<file path="config.mk">
export PLATFORM = sky130hd
export DESIGN_NAME = ccu_ctrl_snoop_dispatch
export DESIGN_NICKNAME = d
export VERILOG_FILES = /design/src/rtl/ccu_ctrl_snoop_dispatch.sv
export SDC_FILE = /design/constraint.sdc
export NUM_CORES = 1
export LEC_CHECK = 0
export ABC_AREA = 0
export CAP_MARGIN = 20
export CORE_AREA = 4 4 116 118
export CTS_CLUSTER_DIAMETER = 60
export DETAILED_ROUTE_END_ITERATION = 10
export DIE_AREA = 0 0 120 122
export GPL_TIMING_DRIVEN = 0
export PLACE_DENSITY = 0.81
export SYNTH_ARGS = -nofsm -noshare
export SYNTH_HDL_FRONTEND = slang
export SYNTH_SLANG_ARGS = --single-unit
</file>
<file path="constraint.sdc">
create_clock -name clk_i -period 4.35 [get_ports clk_i]
set_input_delay 1.0875 -clock clk_i [delete_from_list [all_inputs] [get_ports clk_i]]
set_output_delay 1.0875 -clock clk_i [all_outputs]
set_load 0.02 [all_outputs]
</file>
<file path="src/rtl/ccu_ctrl_snoop_dispatch.sv">
// Snoop dispatch front-end: broadcasts AC snoops for one coherent read, reduces the CR
// responses and hands the request to the snoop unit (cache hit) or the memory path (miss).
package ccu_ctrl_snoop_dispatch_pkg;
    typedef struct packed {
        logic [31:0] addr;
        logic [3:0]  snoop;
        logic [2:0]  prot;
        logic [3:0]  id;
    } ar_chan_t;

    typedef struct packed {
        ar_chan_t ar;
    } mst_req_t;

    typedef struct packed {
        logic [31:0] addr;
        logic [3:0]  snoop;
        logic [2:0]  prot;
    } snoop_ac_t;

    typedef struct packed {
        logic [4:0] resp;
    } snoop_cr_t;

    typedef enum logic [1:0] {
        SU_OP_NONE    = 2'd0,
        READ_SNP_DATA = 2'd1
    } su_op_e;
endpackage

// Handshakes: a transfer happens on a cycle where valid and ready are both high; a valid,
// once raised, stays high with stable payload until that cycle, and ready may toggle freely.
module ccu_ctrl_snoop_dispatch #(
    parameter int unsigned NoMstPorts = 4,
    parameter type mst_req_t  = ccu_ctrl_snoop_dispatch_pkg::mst_req_t,
    parameter type snoop_ac_t = ccu_ctrl_snoop_dispatch_pkg::snoop_ac_t,
    parameter type snoop_cr_t = ccu_ctrl_snoop_dispatch_pkg::snoop_cr_t,
    localparam int unsigned MstIdxBits = (NoMstPorts > 1) ? $clog2(NoMstPorts) : 1
) (
    input  logic                                clk_i,
    input  logic                                rst_ni,
    input  mst_req_t                            req_i,
    input  logic [MstIdxBits-1:0]               initiator_i,
    input  logic                                req_valid_i,
    output logic                                req_ready_o,
    output snoop_ac_t [NoMstPorts-1:0]          ac_o,
    output logic [NoMstPorts-1:0]               ac_valid_o,
    input  logic [NoMstPorts-1:0]               ac_ready_i,
    input  snoop_cr_t [NoMstPorts-1:0]          cr_i,
    input  logic [NoMstPorts-1:0]               cr_valid_i,
    output logic [NoMstPorts-1:0]               cr_ready_o,
    output mst_req_t                            ccu_req_holder_o,
    output logic                                su_valid_o,
    input  logic                                su_ready_i,
    output ccu_ctrl_snoop_dispatch_pkg::su_op_e su_op_o,
    output logic                                shared_o,
    output logic                                dirty_o,
    output logic [NoMstPorts-1:0]               data_available_o,
    output logic [MstIdxBits-1:0]               first_responder_o,
    output logic                                mem_valid_o,
    input  logic                                mem_ready_i,
    output logic [2:0]                          dbg_state_o
);

    typedef enum logic [2:0] {
        IDLE         = 3'd0,
        SEND_AC      = 3'd1,
        WAIT_CR      = 3'd2,
        DISPATCH_SU  = 3'd3,
        DISPATCH_MEM = 3'd4
    } state_e;

    state_e                  state_q;
    mst_req_t                req_q;
    logic [NoMstPorts-1:0]   target_q, ac_done_q, cr_done_q, data_q;
    logic                    shared_q, dirty_q;
    logic [MstIdxBits-1:0]   first_q;

    logic [NoMstPorts-1:0]   target_d, ac_done_d, cr_done_d, data_d, cr_hs;
    logic                    shared_d, dirty_d;
    logic [MstIdxBits-1:0]   first_d;
    logic [NoMstPorts-1:0]   unused_cr_bits;

    always_comb begin
        ac_valid_o = '0;
        cr_ready_o = '0;
        if (state_q == SEND_AC) begin
            ac_valid_o = target_q & ~ac_done_q;
        end
        // A CR is only taken once the AC for that port has been registered as sent.
        if (state_q == SEND_AC || state_q == WAIT_CR) begin
            cr_ready_o = ac_done_q & ~cr_done_q;
        end
    end

    always_comb begin
        cr_hs     = cr_ready_o & cr_valid_i;
        ac_done_d = ac_done_q | (ac_valid_o & ac_ready_i);
        cr_done_d = cr_done_q | cr_hs;
        data_d    = data_q;
        shared_d  = shared_q;
        dirty_d   = dirty_q;
        target_d  = '0;
        first_d   = '0;
        unused_cr_bits = '0;
        for (int i = 0; i < NoMstPorts; i++) begin
            target_d[i]       = (MstIdxBits'(i) != initiator_i);
            unused_cr_bits[i] = cr_i[i].resp[4];
            if (cr_hs[i]) begin
                // An errored response never counts as a data source.
                data_d[i] = cr_i[i].resp[0] & ~cr_i[i].resp[1];
                shared_d  = shared_d | cr_i[i].resp[3];
                dirty_d   = dirty_d | cr_i[i].resp[2];
            end
        end
        for (int i = NoMstPorts - 1; i >= 0; i--) begin
            if (data_d[i]) begin
                first_d = MstIdxBits'(i);
            end
        end
    end

    always_ff @(posedge clk_i or negedge rst_ni) begin
        if (!rst_ni) begin
            state_q   <= IDLE;
            req_q     <= '0;
            target_q  <= '0;
            ac_done_q <= '0;
            cr_done_q <= '0;
            data_q    <= '0;
            shared_q  <= 1'b0;
            dirty_q   <= 1'b0;
            first_q   <= '0;
        end else begin
            case (state_q)
                IDLE: begin
                    if (req_valid_i) begin
                        req_q     <= req_i;
                        target_q  <= target_d;
                        ac_done_q <= '0;
                        cr_done_q <= '0;
                        data_q    <= '0;
                        shared_q  <= 1'b0;
                        dirty_q   <= 1'b0;
                        first_q   <= '0;
                        state_q   <= (target_d == '0) ? DISPATCH_MEM : SEND_AC;
                    end
                end
                SEND_AC: begin
                    ac_done_q <= ac_done_d;
                    cr_done_q <= cr_done_d;
                    data_q    <= data_d;
                    shared_q  <= shared_d;
                    dirty_q   <= dirty_d;
                    if ((ac_done_d & target_q) == target_q) begin
                        state_q <= WAIT_CR;
                    end
                end
                WAIT_CR: begin
                    cr_done_q <= cr_done_d;
                    data_q    <= data_d;
                    shared_q  <= shared_d;
                    dirty_q   <= dirty_d;
                    if (cr_done_d == target_q) begin
                        first_q <= first_d;
                        state_q <= (|data_d) ? DISPATCH_SU : DISPATCH_MEM;
                    end
                end
                DISPATCH_SU: begin
                    if (su_ready_i) begin
                        state_q <= IDLE;
                    end
                end
                DISPATCH_MEM: begin
                    if (mem_ready_i) begin
                        state_q <= IDLE;
                    end
                end
                default: state_q <= IDLE;
            endcase
        end
    end

    always_comb begin
        for (int i = 0; i < NoMstPorts; i++) begin
            ac_o[i]       = '0;
            ac_o[i].addr  = req_q.ar.addr;
            ac_o[i].snoop = req_q.ar.snoop;
            ac_o[i].prot  = req_q.ar.prot;
        end
    end

    assign req_ready_o       = (state_q == IDLE);
    assign su_valid_o        = (state_q == DISPATCH_SU);
    assign mem_valid_o       = (state_q == DISPATCH_MEM);
    assign su_op_o           = su_valid_o ? ccu_ctrl_snoop_dispatch_pkg::READ_SNP_DATA
                                          : ccu_ctrl_snoop_dispatch_pkg::SU_OP_NONE;
    assign shared_o          = su_valid_o & shared_q;
    assign dirty_o           = su_valid_o & dirty_q;
    assign data_available_o  = su_valid_o ? data_q : '0;
    assign first_responder_o = su_valid_o ? first_q : '0;
    assign ccu_req_holder_o  = req_q;
    assign dbg_state_o       = state_q;

endmodule

</file>
* Word-level counts from Yosys, hierarchy flattened
Index checks and enable logic that the tools add are counted.
** Cells by class
- Equality and inequality tests :: 14
- Muxes and demuxes :: 39
- Bitwise operators :: 27
- Reductions and logical operators :: 14
** Operators by type and width (number)
- $pmux 4 s2 :: 3
- $mux 3 :: 7
- $and 4x4->4 :: 5
- $mux 4 :: 4
- $pmux 3 s5 :: 1
- $mux 1 :: 14
- $mux 2 :: 7
- $eq 4x4->1 :: 2
- $ne 2x1->1 const B :: 4
- $not 4->4 :: 2
- $or 1x1->1 :: 8
- $or 4x4->4 :: 2
- $reduce_bool 2->1 :: 4
- $and 1x1->1 :: 6
- $eq 3x2->1 const B :: 2
- $reduce_and 2->1 :: 3
- $reduce_and 5->1 :: 1
- $logic_not 4->1 :: 1
- $ne 2x2->1 const A :: 2
- $not 1->1 :: 4
- $pmux 1 s2 :: 2
- $pmux 2 s2 :: 1
- $reduce_or 4->1 :: 1
- $eq 3x1->1 const B :: 1
- 7 further kinds :: 7
** Storage, ports and cells
- Register bits :: 66
- Input port bits :: 78
- Output and inout port bits :: 223
- Word-level logic and storage cells :: 106

* Longest topological paths before layout
Gate-level depths: netlist (run 1).
- Depth after elaboration :: 12
- Mapped depth :: 7
- Mapped depth without buffers :: 6

* Worst setup path after synthesis (run 1)
No wires, ideal clock.
- Path type :: reg2out
- From :: register state_q[0], in the netlist dbg_state_o[0]
- To :: output port ac_valid_o[0]
- Arrival :: 1.619 ns
- Slack :: 1.644 ns
- Cell stages (with the launch flop) :: 6
- Buffers on the path :: 1
- Path through :: dfrtp_1 > buf_4 > inv_1 > nor3_1 > nand2_1 > nor2_1
** Between the ends
- Word-level cells in the longest chain between the ends :: 2
** Ends and longest elaborated chain
- from (decl) :: line 73 : state_e state_q;
- from (signal assigned) :: line 146 : state_q <= (target_d == '0) ? DISPATCH_MEM : SEND_AC;
- from (signal assigned) :: line 166 : state_q <= (|data_d) ? DISPATCH_SU : DISPATCH_MEM;
- $eq 3x1->1 :: line 87 : if (state_q == SEND_AC) begin
- $mux 4 :: line 87
- to (decl) :: line 47 : output logic [NoMstPorts-1:0] ac_valid_o,
Every way passes these cells.

* Worst setup path after layout (run 1)
- From :: register state_q[2], in the netlist dbg_state_o[2]
- To :: output port ac_valid_o[3]
The elaborated chain is that of the path after synthesis.

==> summary.md, run 1 <==
| Metric | Value |
|---|---|
| Status | `completed` |
| Remaining DRCs | `0` |
| Worst vdd ir | `0.494 mV` |
| Share of cells above drive strength 1 | `0.318` |
| Max stage delay cell, worst path | `nor3_1` |
| Period utilisation layout | `0.830` |
| Sequential power share | `0.174` |
| Mapped Nets | `480` |
| Post-CTS sizing | `0` |
| WL/cell | `roughly 15 um` |
| Worst EP required | `3.26 ns` |
| Sw Ratio | `0.407` |
| Global route hottest layer | `met2` |
| DP Wirelength | `approximately 11000 um` |
| Power Density | `between 900 and 1000 nW/um^2` |
| Crit end category | `output pin` |
| Die W | `120 um` |
| Hold WC Path Type | `flop to flop` |
| Post-Syn Area | `just over 4000 um^2` |
| Worst-Skew Late Latency | `0.32 ns` |
| Via/cell ratio | `4.22` |
| Global-route wire length before repair | `20400 um` |
| Final hold viol count | `0` |
| Reg clk slew, reported paths | `roughly 0.050 ns` |
| Post-synthesis sequential area ratio | `0.399` |
| CP Launch Type | `flop` |
| Reg2reg end | `dbg_state_o[1]` |
| Post-CTS setup buffer count | `0` |
| WS Path Type | `flop to output pin` |
| Worst Skew | `0.00673 ns` |
| Gr ovfl total | `0` |
| Number of synthesized flops with an enable pin | `0` |
| Net Sw Power | `2.99 mW` |
| Met3 Usage GRT | `0.0455` |
| Reg2Reg Depth | `7` |
| Initial Utilization | `0.332` |
| Vert. Die Dim | `122 um` |
| Number of synthesized register bits | `66` |
| Critical path arrival | `approximately 2.5 ns` |
| H-tree Lvls | `3` |
| RSZ-0062 raised after global routing | `false` |
| Part of the power in combinational logic | `0.727` |
| Synth Flop Type | `dfrtp_1` |
| GRT Total Usage | `0.177` |
| Worst Path Max Fanout | `10` |
| Max Freq | `0.277 GHz` |
| Hold Crit Start | `first_q[0]` |
| Routability cong. | `0.765` |
| Die ar. | `14600 um^2` |
| Power share of the clock group | `0.099` |
| Filler cells | `between 1k and 1.5k` |
| Setup-failing EPs final | `0` |
| Post-Synthesis Cells | `402` |
| Top-Level Pins | `roughly 300` |
| CTS Root Cell | `clkbuf_16` |
| IO buf count | `295` |
| Syn_area_per_cell | `10.3 um^2` |
| Number of global-route vias before repair | `3791` |
| ANT cells | `0` |
| Leakage power | `3.34 nW` |
| Setup TNS | `0 ns` |
| Routed Antenna Nets | `0` |
| TritonRoute pass-1 iters | `4` |
| Yosys cell types | `38` |
| YS warnings | `0` |
| Met1 GRT Util | `0.183` |
| Hold-fix buffers at CTS | `0` |
| Via count | `3732` |
| Largest net degree at the start of global routing | `67` |
| Pins Over Slew Limit | `0` |
| Hold Path Sink | `first_q[0]` |
| Tmin final | `between 3 and 4 ns` |
| Layout area overhead | `83.8%` |
| Design area | `~7600 um^2` |
| Worst slew margin | `0.384` |
| Initial antenna violation count | `0` |
| CP peak stage delay | `0.76 ns` |
| Worst R2R Setup Slack | `1.85 ns` |
| Worst reg2reg path startpoint | `dbg_state_o[0]` |
| Core Footprint | `12500 um^2` |
| Dpl cell area | `7300 um^2` |
| Post-synth ARST share | `1.00` |
| Worst hold stages | `1` |
| Final nets | `approximately 800` |
| Met2 usage | `0.341` |
| Total wire length | `13500 um` |
| CTS Sinks | `66` |
| Slew @ Worst Pin | `between 0.9 and 1 ns` |
| Row count | `41` |
| Initial DRC count | `108` |
| CTS tree | `done` |
| Power Internal | `4.36 mW` |
| Max_cap viols | `0` |
| Total CTS buffers | `9` |
| CTS Buffer Depth | `2` |
| CP cell instances | `buf_2 > nor3_1 > nand2_1 > nor2_1 > clkdlybuf4s50_1` |
==> worst max-delay path by stage <==
| stage | startpoint | slack (ns) | cells after the start | end |
|---|---|---|---|---|
| 2_1_floorplan | dbg_state_o[0] | 1.64 | 5 | ac_valid_o[0] |
| 3_3_place_gp | rst_ni | 0.03 | 1 | ccu_req_holder_o[1] |
| 3_5_place_dp | cr_valid_i[2] | 1.06 | 7 | dbg_state_o[1] |
| 4_1_cts | dbg_state_o[2] | 0.70 | 5 | ac_valid_o[3] |
| 5_1_grt | dbg_state_o[2] | 0.50 | 5 | ac_valid_o[1] |
| 6_report | dbg_state_o[2] | 0.74 | 5 | ac_valid_o[3] |
==> routing by layer <==
metal	part of all wire	up-vias
li1	-	1795
met1	0.34	1773
met2	0.56	142
met3	0.073	22
met4	0.022	0
met5	0	-
==> area by class of cell <==
class                      instances  area, um^2  area share
timing repair buffer             295        2950       0.388
sequential                        66        1650       0.217
buffer                           169        1250       0.164
multi-input combinational        161        1210       0.160
clock buffer                      14         264      0.0347
tap                              172         215      0.0283
clock inverter                     2        35.0     0.00461
inverter                           6        22.5     0.00296
==> worst max-delay path, delay by kind of cell, from the launching register on <==
kind                   cells  cell delay, ns
and+or+nand+nor            3            1.02
DFF                        1            0.37
buffers and inverters      2            0.80
==> cell usage after synthesis, types with 3 or more instances <==
cell type / instances / area share
buf_4: 159 / 0.29
nor3b_1: 8 / 0.015
a31oi_1: 9 / 0.014
buf_2: 6 / 0.0073
inv_1: 5 / 0.0045
a21oi_1: 5 / 0.0061
a41oi_1: 4 / 0.0085
nor4_1: 4 / 0.0061
mux2i_1: 5 / 0.012
nor2b_1: 5 / 0.0076
xor2_1: 4 / 0.0085
nor3_1: 3 / 0.0036
nand2_1: 16 / 0.015
and2_1: 9 / 0.014
mux2_2: 45 / 0.12
o21ai_0: 4 / 0.0048
dfrtp_1: 66 / 0.40
nor2_1: 18 / 0.016
==> stage by stage <==
step	worst slack, ns	hold slack [ns]	cells	power (mW)	util
floorplan	1.64	0.463	402	4.29	-
global placement	0.0339	0.481	869	6.56	0.586
detailed placement	1.06	0.494	869	6.70	0.586
CTS	0.702	0.506	885	7.45	0.610
global route	0.498	0.520	885	7.76	0.610
finish	0.738	0.506	885	7.35	0.610
==> power by group through the flow <==
stage	sequential [mW]	combinational [mW]	clock [mW]
4_1_cts	1.29	5.41	0.748
3_3_place_gp	1.26	5.30	0
2_1_floorplan	1.47	2.82	0
5_1_grt	1.35	5.63	0.775
3_5_place_dp	1.29	5.40	0
6_report	1.28	5.35	0.726
==> cell usage in the layout (no fill, tap or decap), drive strengths merged, types with 5 or more instances in the layout <==
cell type / synthesis / routed
nor3b: 8 / 8
nor2: 18 / 18
a21oi: 5 / 5
clkbuf: 2 / 16
mux2i: 5 / 5
inv: 5 / 5
buf: 167 / 168
mux2: 46 / 46
nor2b: 5 / 5
and2: 9 / 9
clkdlybuf4s50: 0 / 294
nand2: 16 / 16
xor2: 5 / 5
a31oi: 9 / 9
dfrtp: 66 / 66
==> logic make-up after synthesis <==
kind of cell | after synthesis | synth area share
AOI/OAI and AO/OA | 32 | 0.0520
buffers and inverters | 175 | 0.307
and+or+nand+nor | 71 | 0.0880
DFF | 66 | 0.399
muxes | 51 | 0.138
other | 1 | 0.000907
xor gates and xnor gates | 6 | 0.0145
==> registers in the layout (all words and copies together), names as in the netlist <==
| register | cells |
|---|---|
| target_q | 4 |
| data_q | 4 |
| cr_done_q | 4 |
| first_q | 2 |
| shared_q | 1 |
| dirty_q | 1 |
| ccu_req_holder_o | 4 |
| ac_done_q | 4 |
| ac_o | 39 |
| dbg_state_o | 3 |
Power figures use the tool's default switching activity.
==> run 2: changes to the inputs <==
CORE_AREA = 4 4 114 116   (was 4 4 116 118)
DIE_AREA = 0 0 118 120   (was 0 0 120 122)
PLACE_DENSITY = 0.84   (was 0.81)
clock period = 3.4 ns   (was 4.35 ns; I/O delays follow)
==> summary.md, run 2 (synthesis gave the netlist of run 1 again) <==
| Metric | Value |
|---|---|
| Total CTS buffers | `9` |
| Status | `completed` |
| Top-Level Pins | `301` |
| Final nets | `786` |
| Critical Path Start | `dbg_state_o[1]` |
| Global route hottest layer | `met2` |
| Critical path arrival | `2.41 ns` |
| Leading cell type in the layout, fill and taps excluded | `clkdlybuf4s50_1` |
| H-tree Lvls | `3` |
| Worst slew margin | `0.429` |
| Reg2Reg Depth | `7` |
| Cell Count, Final, Fillers Out | `860` |
| Row count | `40` |
| Worst EP required | `2.55 ns` |
| RSZ-0062 raised after global routing | `false` |
| Initial antenna violation count | `0` |
| Placed cell count | `between 800 and 900` |
| Layout area overhead | `83.7%` |
| Power Density | `1250 nW/um^2` |
| Fin worst setup slack | `approximately 0.14 ns` |
| Largest register FFs | `39` |
| Share of cells above drive strength 1 | `0.323` |
| Initial Utilization | `0.347` |
| CTS Sinks | `66` |
| Met2 usage | `0.351` |
| Routed Antenna Nets | `0` |
| Final hold viol count | `0` |
| Global-route wire length before repair | `20900 um` |
| Via count | `about 3.7k` |
| Pins Over Slew Limit | `0` |
| Crit path to | `cr_ready_o[3]` |
| Setup-failing EPs final | `0` |
| Gr ovfl total | `0` |
| CP peak stage delay | `0.67 ns` |
| Slew @ Worst Pin | `roughly 0.86 ns` |
| Die W | `about 120 um` |
| Crit end category | `output pin` |
| Met1 GRT Util | `0.196` |
| Commonest non-fill, non-tap cells in the layout | `clkdlybuf4s50_1, buf_4, dfrtp_1, mux2_2, nor2_1` |
| Worst vdd ir | `0.653 mV` |
| Tmin final | `3.26 ns` |
| TritonRoute pass-1 iters | `4` |
| WS Path Type | `flop to output pin` |
| ANT cells | `0` |
| Period utilisation layout | `0.957` |
| Pre-CTS WS | `0.289 ns` |
| Max_cap viols | `0` |
| CP Launch Type | `flop` |
| Fin Hold WS | `0.492 ns` |
| Worst reg2reg path startpoint | `dbg_state_o[0]` |
| Vert. Die Dim | `around 120 um` |
| Leakage power | `3.36 nW` |
| WL/cell | `15.6 um` |
| Post-CTS setup buffer count | `0` |
| Via/cell ratio | `4.33` |
| Core Footprint | `11900 um^2` |
| Hold WC Path Type | `flop to flop` |
| Max stage delay cell, worst path | `clkdlybuf4s50_1` |
| Worst R2R Setup Slack | `0.89 ns` |
| Largest net degree at the start of global routing | `67` |
| Worst Path Max Fanout | `10` |
| CTS Root Cell | `clkbuf_16` |
| Met3 Usage GRT | `0.0613` |
| Initial DRC count | `about 110` |
| CTS tree | `done` |
| Reg clk slew, reported paths | `about 0.060 ns` |
| CTS Buffer Depth | `2` |
| Total wire length | `13400 um` |
| Number of global-route vias before repair | `roughly 3.8k` |
| Die ar. | `14200 um^2` |
| Worst-Skew Late Latency | `0.32 ns` |
| IO buf count | `295` |
| Hold-fix buffers at CTS | `0` |
| CP cell instances | `buf_6 > xor2_2 > nand2_1 > nor3b_1 > clkdlybuf4s50_1` |
| GRT Total Usage | `0.184` |
| Remaining DRCs | `0` |
| Routability cong. | `0.795` |
| DP Wirelength | `11200 um` |
| Max Freq | `0.307 GHz` |
| Reg2reg end | `dbg_state_o[1]` |
| Worst Skew | `0.00761 ns` |
| Final core occ | `0.638` |
| Power Total | `around 9.5 mW` |
[run 2: changes by cell type in the layout (fill, tap and decap cells not counted)]
cell / before / now
nor3_1: 3 / 2
clkbuf_8: 2 / 0
clkinv_4: 0 / 1
clkdlybuf4s50_1: 294 / 293
clkbuf_1: 5 / 3
clkinvlp_4: 0 / 1
dlymetal6s2s_1: 0 / 1
bufinv_16: 1 / 2
inv_6: 0 / 1
nor3_2: 0 / 1
[run 2: how the worst min path moves through the flow]
stage                              startpoint  cells after the start  slack, ns                   to
after global placement             first_q[0]                      1       0.48           first_q[0]
after global routing      ccu_req_holder_o[0]                      1       0.52  ccu_req_holder_o[0]
after CTS                           data_q[1]                      2       0.50            data_q[1]
final                               data_q[1]                      2       0.49            data_q[1]
after detailed placement            data_q[1]                      2       0.49            data_q[1]
after floorplan                     data_q[0]                      2       0.46            data_q[0]
[run 2: cell type report]
cell class / instances / area (um^2)
multi-input cells: 161 / 1220
flip-flops and latches: 66 / 1650
fillers: 965 / 4320
clock inverters: 6 / 90.1
repair buffers: 295 / 2950
clock buffers: 10 / 229
inverters: 6 / 22.5
plain buffers: 169 / 1250
well taps: 147 / 184
[run 2: worst max-delay path: cells and delay by family, from the launching register on]
| family | cells | cell delay, ns |
|---|---|---|
| buf+inv | 2 | 0.83 |
| simple gates | 2 | 0.54 |
| flops | 1 | 0.42 |
| xor+xnor | 1 | 0.29 |
[run 2: repair_timing]
action	4_1_cts	5_1_grt
gates resized for setup	1	1
endpoints found under the hold margin	0	0
endpoints found under the setup margin	2	1
[run 2: power breakdown]
group / switching (mW) / total (mW) / internal (mW)
Sequential: 0.487 / 1.64 / 1.15
Clock: 0.346 / 0.990 / 0.644
Combinational: 3.03 / 6.86 / 3.83
Total: 3.86 / 9.48 / 5.62
[run 2: routing by layer]
| metal | up-vias | share of wire |
|---|---|---|
| li1 | 1795 | - |
| met1 | 1788 | 0.36 |
| met2 | 137 | 0.56 |
| met3 | 8 | 0.070 |
| met4 | 0 | 0.0093 |
| met5 | - | 0 |
[run 2: stage by stage]
stage / TNS, ns / instance area, um^2
floorplan: 0 / 4140
CTS: 0 / 7590
finish: 0 / 7600
detailed placement: 0 / 7270
global placement: -46.01 / 7270
global route: 0 / 7600
==> run 3: changes to the inputs <==
==> constraint.sdc (replaced) <==
create_clock -name clk_i -period 3.4 [get_ports clk_i]
set_input_delay 0.85 -clock clk_i [delete_from_list [all_inputs] [get_ports clk_i]]
set_output_delay 0.85 -clock clk_i [all_outputs]
set_load 0.005 [all_outputs]
==> summary.md, run 3 (synthesis gave the netlist of run 1 again) <==
| Metric | Value |
|---|---|
| Final core occ | `0.638` |
| Row count | `40` |
| Sw Ratio | `0.296` |
| CTS tree | `done` |
| H-tree Lvls | `3` |
| Final hold viol count | `0` |
| IO buf count | `295` |
| Crit end category | `output pin` |
| Critical path arrival | `~2.3 ns` |
| Total wire length | `13500 um` |
| Routability cong. | `0.795` |
| Share of cells above drive strength 1 | `0.324` |
| DP Wirelength | `11200 um` |
| Leading cell type in the layout, fill and taps excluded | `clkdlybuf4s50_1` |
| Layout area overhead | `83.7%` |
| Net Sw Power | `2.36 mW` |
| Initial DRC count | `120` |
| Period utilisation layout | `0.917` |
| Sequential power share | `0.206` |
| Leakage power | `3.35 nW` |
| CTS Root Cell | `clkbuf_16` |
| RSZ-0062 raised after global routing | `false` |
| CP Launch Type | `flop` |
| Total CTS buffers | `9` |
| Worst-Skew Late Latency | `0.32 ns` |
| Slew @ Worst Pin | `0.852 ns` |
| GRT Total Usage | `0.184` |
| WL/cell | `15.6 um` |
| TritonRoute pass-1 iters | `4` |
| Power Density | `1050 nW/um^2` |
| Final nets | `786` |
| Routed Antenna Nets | `0` |
| Die W | `118 um` |
| Filler cells | `965` |
| Power Internal | `about 5.6 mW` |
| CTS Sinks | `66` |
| Setup-failing EPs final | `0` |
| Vert. Die Dim | `about 120 um` |
| Worst Skew | `between 0.007 and 0.008 ns` |
| Part of the power in combinational logic | `0.670` |
| Largest net degree at the start of global routing | `67` |
| Via/cell ratio | `4.33` |
| Reg clk slew, reported paths | `0.06 ns` |
| Largest register FFs | `39` |
| Via count | `3721` |
| Pins Over Slew Limit | `0` |
| Max Freq | `0.321 GHz` |
| Initial antenna violation count | `0` |
| Global-route wire length before repair | `~21000 um` |
| Worst EP required | `2.55 ns` |
| Die ar. | `14200 um^2` |
| Number of global-route vias before repair | `3798` |
| Worst Path Max Fanout | `10` |
| CTS Buffer Depth | `2` |
| Core Footprint | `11900 um^2` |
| Max_cap viols | `0` |
| Power share of the clock group | `0.124` |
| ANT cells | `0` |
| Power Total | `7.95 mW` |
| Hold WC Path Type | `flop to flop` |
| Remaining DRCs | `0` |
| Initial Utilization | `0.347` |
| WS Path Type | `flop to output pin` |
| Status | `completed` |
| Commonest non-fill, non-tap cells in the layout | `clkdlybuf4s50_1, buf_4, dfrtp_1, mux2_2, nor2_1` |
| Gr ovfl total | `0` |
| Worst slew margin | `0.432` |
| Tmin final | `3.12 ns` |
| Top-Level Pins | `301` |
| Worst vdd ir | `0.445 mV` |
## run 3: power groups by stage
stage	Sequential, mW	Combinational, mW	Clock (mW)
2_1_floorplan	1.56	2.36	0
3_3_place_gp	1.62	5.24	0
3_5_place_dp	1.66	5.38	0
4_1_cts	1.65	5.40	1.02
5_1_grt	1.72	5.68	1.06
6_report	1.64	5.33	0.990
## run 3: area by class of cell
type | count | area (um^2) | area share
timing repair buffer | 295 | 2950 | 0.388
inverter | 6 | 22.5 | 0.00296
sequential | 66 | 1650 | 0.217
clock inverter | 6 | 90.1 | 0.0119
clock buffer | 10 | 229 | 0.0301
tap | 147 | 184 | 0.0242
multi-input combinational | 161 | 1220 | 0.161
buffer | 169 | 1250 | 0.164
## run 3: path summary, 6_finish.rpt
kind | from | endpoint | slack (ns) | depth (start not counted)
max in group asynchronous | rst_ni | ac_o[32] | 2.21 | 1
worst max register to register | dbg_state_o[0] | dbg_state_o[1] | 0.86 | 7
worst max-delay path | dbg_state_o[2] | data_available_o[1] | 0.28 | 6
worst min-delay path | data_q[1] | data_q[1] | 0.49 | 2
min in group asynchronous | rst_ni | ac_o[12] | 0.64 | 1
worst min register to register | data_q[1] | data_q[1] | 0.49 | 2
## run 3: repair_timing
item,CTS,global route
setup endpoints to repair,0,4
resized for setup,0,2
hold buffers,0,0
buffers inserted,0,0
## run 3: critical path, cell delays in order, from the launching register on
cell             delay (ns)
dfrtp_1                0.37
buf_2                  0.18
clkinv_1               0.17
and3_1                 0.17
clkbuf_1               0.33
and2_1                 0.19
clkdlybuf4s50_1        0.53
## run 3: per-layer routing
layer,up-vias,track usage,share of wire
met5,-,0,0
met2,136,0.351,0.56
met4,0,0.0396,0.0092
li1,1795,-,-
met3,8,0.0613,0.068
met1,1782,0.196,0.37
## run 3: metrics by stage
step	hold slack, ns	TNS (ns)	instance area (um^2)	cells	worst slack [ns]
after floorplan	0.463	0	4140	402	1.19
final	0.492	0	7600	860	0.282
after detailed placement	0.488	0	7270	844	0.289
after CTS	0.500	0	7590	860	0.0660
after global routing	0.517	0	7600	860	0.0851
after global placement	0.484	-46.01	7270	844	-0.703
